### config.mk
export PLATFORM = sky130hd
export DESIGN_NAME = fnd_capture_flat
export DESIGN_NICKNAME = d
export VERILOG_FILES = /design/src/rtl/fnd_capture_if.sv /design/src/rtl/fnd_capture.sv /design/src/flat_wrapper.sv
export SDC_FILE = /design/constraint.sdc
export NUM_CORES = 1
export LEC_CHECK = 0
export ABC_AREA = 1
export BUFFER_PORTS_ARGS = -buffer_cell sky130_fd_sc_hd__clkbuf_2
export CAP_MARGIN = 20
export CORE_MARGIN = 5
export CORE_UTILIZATION = 45
export CTS_BUF_LIST = sky130_fd_sc_hd__clkbuf_8
export DETAILED_ROUTE_END_ITERATION = 6
export SYNTH_ARGS = -nofsm -noshare
export SYNTH_HDL_FRONTEND = slang
export SYNTH_SLANG_ARGS = --single-unit
### constraint.sdc
create_clock -name clk -period 5.15 [get_ports clk]
set_input_delay 1.03 -clock clk [delete_from_list [all_inputs] [get_ports clk]]
set_output_delay 1.03 -clock clk [all_outputs]
set_load 0.005 [all_outputs]
### src/rtl/fnd_capture_if.sv
`default_nettype none
// ============================================================================
// Module      : fnd_capture_if
// Description : Bundle of the scanned seven-segment bus and the decoded frame
//               outputs of the FND capture block.
// Revision    : 1.0 - initial release
// ============================================================================
interface fnd_capture_if;
    logic [7:0] seg_in;    // dp,g,f,e,d,c,b,a (active-high)
    logic [1:0] dig_sel;   // 01 = units strobe, 10 = tens strobe
    logic [3:0] bcd0;      // units digit of the last good frame
    logic [3:0] bcd1;      // tens digit of the last good frame
    logic [6:0] value;     // bcd1*10 + bcd0
    logic       valid;     // one-cycle new-frame pulse
    logic       err;       // one-cycle illegal-pattern / timeout pulse

    // Display driver side: drives the scan, observes the decoded frame
    modport master (
        output seg_in, dig_sel,
        input  bcd0, bcd1, value, valid, err
    );

    // Capture block side
    modport slave (
        input  seg_in, dig_sel,
        output bcd0, bcd1, value, valid, err
    );
endinterface
`default_nettype wire

### src/rtl/fnd_capture.sv
`default_nettype none
// ============================================================================
// Module      : fnd_capture
// Description : Two-digit seven-segment readback. Filters each scanned digit
//               for stability, decodes gfedcba back to BCD and assembles a
//               tens/units frame plus its binary value.
// Revision    : 1.0 - initial release
// ============================================================================
module fnd_capture #(
    parameter int STABLE  = 4,    // identical samples needed, 1..15
    parameter int TIMEOUT = 64    // cycles allowed per digit wait, >= 2
) (
    input  wire logic    clk,
    input  wire logic    rst,
    fnd_capture_if.slave bus
);

    localparam int             TW         = (TIMEOUT > 1) ? $clog2(TIMEOUT) : 1;
    localparam logic [3:0]     CNT_LAST   = 4'(STABLE - 1);
    localparam logic [TW-1:0]  TMO_LAST   = TW'(TIMEOUT - 1);
    localparam bit             ONE_SAMPLE = (STABLE == 1);

    typedef enum logic [1:0] {
        S_D0  = 2'd0,
        S_D1  = 2'd1,
        S_OUT = 2'd2
    } state_t;

    state_t        state;
    logic [6:0]    last;
    logic [3:0]    cnt;
    logic [TW-1:0] tmo;
    logic [3:0]    d0;

    logic [6:0]    pat;
    logic [3:0]    dec;
    logic          legal;
    logic          strobe_ok;
    logic          same;
    logic          accept;
    logic          tmo_hit;
    logic [6:0]    dec_x10;
    logic          dp_unused;

    // The decimal point carries no digit information
    assign dp_unused = bus.seg_in[7];
    assign pat       = bus.seg_in[6:0];

    // Segment pattern back to BCD; anything outside the ten glyphs is illegal
    always_comb begin
        legal = 1'b1;
        dec   = 4'd0;
        case (pat)
            7'h3F:   dec = 4'd0;
            7'h06:   dec = 4'd1;
            7'h5B:   dec = 4'd2;
            7'h4F:   dec = 4'd3;
            7'h66:   dec = 4'd4;
            7'h6D:   dec = 4'd5;
            7'h7D:   dec = 4'd6;
            7'h07:   dec = 4'd7;
            7'h7F:   dec = 4'd8;
            7'h6F:   dec = 4'd9;
            default: legal = 1'b0;
        endcase
    end

    // Only the strobe matching the digit being waited for feeds the filter
    assign strobe_ok = ((state == S_D0) && (bus.dig_sel == 2'b01)) ||
                       ((state == S_D1) && (bus.dig_sel == 2'b10));
    assign same      = (cnt != 4'd0) && (pat == last);
    // Accept when this sample completes the run of STABLE identical samples
    assign accept    = strobe_ok && (cnt == CNT_LAST) && (ONE_SAMPLE || same);
    assign tmo_hit   = (tmo == TMO_LAST);
    // decode*10 as (x<<3)+(x<<1)
    assign dec_x10   = ({3'b000, dec} << 3) + ({3'b000, dec} << 1);

    // Capture FSM with filter, timeout and registered frame/pulse outputs
    always_ff @(posedge clk or posedge rst) begin
        if (rst) begin
            state     <= S_D0;
            last      <= 7'd0;
            cnt       <= 4'd0;
            tmo       <= '0;
            d0        <= 4'd0;
            bus.bcd0  <= 4'd0;
            bus.bcd1  <= 4'd0;
            bus.value <= 7'd0;
            bus.valid <= 1'b0;
            bus.err   <= 1'b0;
        end else begin
            bus.valid <= 1'b0;
            bus.err   <= 1'b0;
            case (state)
                S_D0, S_D1: begin
                    if (accept) begin
                        // Acceptance wins over a coincident timeout
                        cnt <= 4'd0;
                        tmo <= '0;
                        if (!legal) begin
                            bus.err <= 1'b1;
                            state   <= S_D0;
                        end else if (state == S_D0) begin
                            d0    <= dec;
                            state <= S_D1;
                        end else begin
                            bus.bcd1  <= dec;
                            bus.bcd0  <= d0;
                            bus.value <= dec_x10 + {3'b000, d0};
                            bus.valid <= 1'b1;
                            state     <= S_OUT;
                        end
                    end else if (tmo_hit) begin
                        bus.err <= 1'b1;
                        state   <= S_D0;
                        cnt     <= 4'd0;
                        tmo     <= '0;
                    end else begin
                        tmo <= tmo + 1'b1;
                        if (strobe_ok) begin
                            if (same) begin
                                cnt <= cnt + 4'd1;
                            end else begin
                                last <= pat;
                                cnt  <= 4'd1;
                            end
                        end else begin
                            cnt <= 4'd0;
                        end
                    end
                end
                S_OUT: begin
                    state <= S_D0;
                    cnt   <= 4'd0;
                    tmo   <= '0;
                end
                default: begin
                    state <= S_D0;
                    cnt   <= 4'd0;
                    tmo   <= '0;
                end
            endcase
        end
    end

endmodule
`default_nettype wire

### src/flat_wrapper.sv
// flat-port wrapper written by rule: the top's interface ports become plain ports
module fnd_capture_flat 
#(
    parameter int STABLE  = 4,                                      
    parameter int TIMEOUT = 64                                          
)
  (clk, rst, bus_seg_in, bus_dig_sel, bus_bcd0, bus_bcd1, bus_value, bus_valid, bus_err);
  fnd_capture_if bus_i ();
  input  wire logic clk;
  input  wire logic rst;
  input wire logic [$bits(bus_i.seg_in)-1:0] bus_seg_in;
  input wire logic [$bits(bus_i.dig_sel)-1:0] bus_dig_sel;
  output wire logic [$bits(bus_i.bcd0)-1:0] bus_bcd0;
  output wire logic [$bits(bus_i.bcd1)-1:0] bus_bcd1;
  output wire logic [$bits(bus_i.value)-1:0] bus_value;
  output wire logic [$bits(bus_i.valid)-1:0] bus_valid;
  output wire logic [$bits(bus_i.err)-1:0] bus_err;
  assign bus_i.seg_in = bus_seg_in;
  assign bus_i.dig_sel = bus_dig_sel;
  assign bus_bcd0 = bus_i.bcd0;
  assign bus_bcd1 = bus_i.bcd1;
  assign bus_value = bus_i.value;
  assign bus_valid = bus_i.valid;
  assign bus_err = bus_i.err;
  fnd_capture #(.STABLE(STABLE), .TIMEOUT(TIMEOUT)) u_core (.clk(clk), .rst(rst), .bus(bus_i));
endmodule
# Yosys cells after proc, flatten, opt, wreduce, memory -nomap -nowiden
# Index checks and enable logic that the tools add are counted.
# word_totals
mem_count,0
reg_bits,40
mem_bits_rw,0
mem_bits_ro,0
input_bits,12
latch_bits,0
# op_classes
shift,0
reduce_logical,13
n_addsub,4
eq_ne,17
n_div,0
n_mul,0
n_bitwise,4
n_mux,23
order_cmp,0
# op_table
op,n
$eq 7x7->1 const B,7
$pmux 4 s9,1
$mux 4,5
$mux 6,3
$eq 7x3->1 const B,2
$mux 2,5
$reduce_or 10->1,1
$mux 1,9
$reduce_and 4->1,2
$add 7x4->7,1
$add 7x5->7,1
$eq 7x6->1 const B,1
$eq 7x7->1,1
$add 6x1->6 const B,1
$eq 6x6->1 const B,1
$logic_and 1x1->1,5
$reduce_and 5->1,1
$add 4x1->4 const B,1
$eq 2x1->1 const B,2
$eq 4x2->1 const B,1
$not 1->1,4
$reduce_bool 4->1,1
$ne 3x1->1 const B,1
$eq 2x2->1 const B,1
3 further kinds,3

# Depth between registers and ports, before layout
# depth
depth_word,7
ltp_mapped,18
ltp_nobuf,18

# Worst setup path before layout
# OpenSTA, ideal clock, no wires.
# synth_timing
path_type,input to register
from,input bus_seg_in[4]
to,register u_core.bus.value[6]
required_time_ns,5.084
cell_stages,15
arrival_time_ns,3.162
setup_time_ns,0.066
setup_slack_ns,1.922
path_cell_list,nor2_1 > nand2_2 > nor2_1 > inv_1 > nand4_1 > inv_1 > fa_1 > fa_1 > o21bai_1 > nand2_1 > nand2_1 > o21ai_0 > nand2_1 > nand4_1 > nand2_2
# synth_via
elab_chain_cells,4
# synth_rtl
item,line_no,rtl
start: declaration,flat_wrapper.sv:11,input wire logic [$bits(bus_i.seg_in)-1:0] bus_seg_in;
$eq 7x7->1 / $eq 7x3->1 (equally long branches),fnd_capture.sv:53,case (pat)
$pmux 4 s9 (*),fnd_capture.sv:53,
net u_core.dec[0],fnd_capture.sv:36,logic [3:0] dec;
$add 7x5->7 (*),fnd_capture.sv:76,"assign dec_x10 = ({3'b000, dec} << 3) + ({3'b000, dec} << 1);"
$add 7x4->7 (*),fnd_capture.sv:109,"bus.value <= dec_x10 + {3'b000, d0};"
end signal: assignment,fnd_capture.sv:109,
end: declaration,fnd_capture_if.sv:26,"output bcd0, bcd1, value, valid, err"
# Mark *: on every way through the listed nets, which the timed path passes. The rest lies on a longest branch.
# A chain may end at the register's enable or synchronous reset.

# Final worst setup path
# layout_timing
from,input bus_seg_in[5]
to,register u_core.bus.value[6]
# Same word-level chain as after synthesis.

==> flow_metrics.tcl <==
set metrics [dict create \
    status "finished, final reports clean" \
    fmax_ghz 0.299 \
    arrival_ns 3.58 \
    drc 0 \
    fin_crit_ns 3.34 \
    hp-class "flip-flop to flip-flop" \
    critical_path_class "primary input to flip-flop" \
    coreArea_um2 5140 \
    reg2reg_depth 8 \
    hp-start "u_core.tmo[0]" \
    tritoncts "built" \
    syn_area_um2 2390 \
    clock-sinks 39 \
    ant_nets 0 \
    syn_avg_cell_area_um2 8.28 \
    multi_input_area_um2 1200 \
    finalNetCount 341 \
    grt_pass1_wl_mm 8.34 \
    final_cell_mix "nand2_1, dfrtp_1, inv_1, clkbuf_2" \
    switching_power_mw 0.157 \
    viasPerCell 4.78 \
    io_buffers 27 \
    final_max_slew_viol_count 0 \
    hpwl_mm 3.29 \
    rows 26 \
    swShare_pct 24.8 \
    final_common_cell "nand2_1" \
    grt-ovfl-total 0 \
    die_w_um 82.9 \
    cts-htree-levels 2 \
    area_growth_pct 11.7 \
    finClkSkew_ns 0.00679 \
    finalCritPeriodShare_pct 64.8 \
    grt.total_usage_pct 14.6 \
    grt_pass1_vias 1840 \
    relSlewSlack_pct 62.3 \
    tightest_slew_ns 0.564 \
    cts-root-buf "clkbuf_8" \
    clockBufferDepth 2 \
    place_congestion 0.789 \
    worstPathMaxFanout 6 \
    comb_power_share_pct 8.8 \
    postCtsResizedCells 0 \
    endpoint_kind "flip-flop" \
    tns_ns 0 \
    hold_viol_final 0 \
    antenna_cells 0 \
    finalSetupViolCount 0 \
    fin_ws_ns 1.81 \
    ys_seq_elements 39 \
    rsz0062_at_grt "false" \
    dp_worst_setup_slack_ns 1.50 \
    p_int_mw 0.476 \
    drt_iter0_drc 114 \
    ios 29 \
    vias 1853 \
    r2r_slack_ns 2.89 \
    clk_pin_slew_worst_paths_ns 0.08 \
    start_util_pct 46.5 \
    syn_nets 313 \
    fillerInstances 543 \
    seqCellArea_um2 976 \
    p_per_area_nw_per_um2 237 \
    critical_path_required_ns 5.39 \
    seq_area_frac_synth_pct 40.8 \
    min_to "u_core.tmo[0]" \
    cp-start-kind "primary input" \
    antenna_found_initial 0 \
    timing.rr.start "u_core.state[1]" \
    hold_buffers 0 \
    clk_latency_ns 0.29 \
    synth_cell_types 30 \
    postCtsSetupBuffers 0 \
    clockPowerShare_pct 41.0 \
    yosysWarningCount 0 \
    grt_max_degree 40 \
    leakage_nw 1.51 \
    drive_gt1_share_pct 24.5 \
    dr.pass1.iters 4 \
    numCtsBuffers 5 \
    power_frac_seq_pct 50.3 \
    wl_per_cell_um 11.7 \
    maxCapViolations 0 \
    regToRegEndpoint "u_core.bus.bcd1[0]" \
    die_h_um 82.9 \
    synthCells 289 \
    totalWireLength_mm 4.55 \
    ir_worst_vdd_mv 0.101 \
    dieArea_um2 6870 \
    whs_path_depth 1 \
]
-- sequential cells by signal, summed over array words and instances (netlist names) --
| name | cells |
|---|---|
| u_core.bus.bcd0 | 3 |
| u_core.bus.bcd1 | 4 |
| u_core.bus.err | 1 |
| u_core.bus.valid | 1 |
| u_core.bus.value | 7 |
| u_core.cnt | 4 |
| u_core.d0 | 4 |
| u_core.last | 7 |
| u_core.state | 2 |
| u_core.tmo | 6 |
-- power groups by stage --
stage	sequential (mW)	clock, mW	combinational, mW
after CTS	0.318	0.269	0.0567
after floorplan	0.324	0	0.0408
final	0.318	0.260	0.0555
after global routing	0.320	0.279	0.0657
after global placement	0.324	0	0.0556
after detailed placement	0.324	0	0.0563
-- how the worst max path moves through the flow --
stage	start	to	cells past startpoint
final	bus_seg_in[5]	u_core.bus.value[6]	16
after CTS	bus_seg_in[5]	u_core.bus.value[6]	16
after global routing	bus_seg_in[2]	u_core.bus.value[6]	17
after floorplan	bus_seg_in[4]	u_core.bus.value[6]	15
after detailed placement	bus_seg_in[5]	u_core.bus.value[6]	16
after global placement	bus_seg_in[5]	u_core.bus.value[6]	16
-- cell type report --
type                       count  area share, %
multi-input combinational    203           45.0
tap                           70           3.28
clock buffer                   5           2.57
clock inverter                 3           1.64
timing repair buffer          28           5.34
inverter                      40           5.62
sequential                    39           36.5
-- kinds of logic (layout without fill, tap and decap cells) --
| kind of cell | count (synthesis) | in the layout | synth area share [%] |
|---|---|---|---|
| AO/OA/AOI/OAI | 13 | 13 | 2.98 |
| XOR/XNOR | 10 | 10 | 3.66 |
| adder cells (fa/ha/maj) | 12 | 12 | 6.90 |
| buffers and inverters | 47 | 76 | 8.89 |
| flip-flops | 39 | 39 | 40.8 |
| AND/OR/NAND/NOR | 168 | 168 | 36.8 |
-- metrics by stage --
stage	std cells	power [mW]	cell area (um2)	util [%]	hold WS, ns
3_3_place_gp	380	0.380	2560	49.8	0.453
3_5_place_dp	380	0.381	2560	49.8	0.457
4_1_cts	388	0.644	2670	52.0	0.468
2_1_floorplan	289	0.364	2390	-	0.433
6_report	388	0.633	2670	52.0	0.465
5_1_grt	388	0.665	2670	52.0	0.488
-- critical path, stage by stage --
cell and delay [ns]:
clkbuf_2 0.15, nor2_1 0.18, nand2_2 0.08, nor2_1 0.17, inv_1 0.06, nand4_1 0.16
inv_1 0.09, fa_1 0.53, fa_1 0.49, o21bai_1 0.15, nand2_1 0.08, nand2_1 0.06
o21ai_0 0.07, nand2_1 0.06, nand4_1 0.12, nand2_2 0.10
-- synthesized netlist by cell type (all sizes together) --
master   n  share of area, %
buf      6               2.5
o21ai    9               1.9
nor3     1              0.21
nand2   95                18
inv     40               6.3
nand3b   1              0.31
dfrtp   39                41
clkbuf   1              0.16
nor3b    1              0.31
and2     1              0.26
nand4   20               5.2
a21oi    3              0.78
fa       2               1.7
xnor2    5               1.8
xor2     5               1.8
nand3   17               5.1
nor2    32               7.5
o21bai   1              0.31
ha      10               5.2
-- routing by layer --
| layer | up-vias | global-route usage (%) | wire [um] |
|---|---|---|---|
| met4 | 0 | 5.35 | 58 |
| met2 | 30 | 22.7 | 2020 |
| met1 | 852 | 20.0 | 2320 |
| li1 | 965 | - | - |
| met3 | 6 | 3.07 | 150 |
| met5 | - | 0 | 0 |
Power figures use the tool's default switching activity.
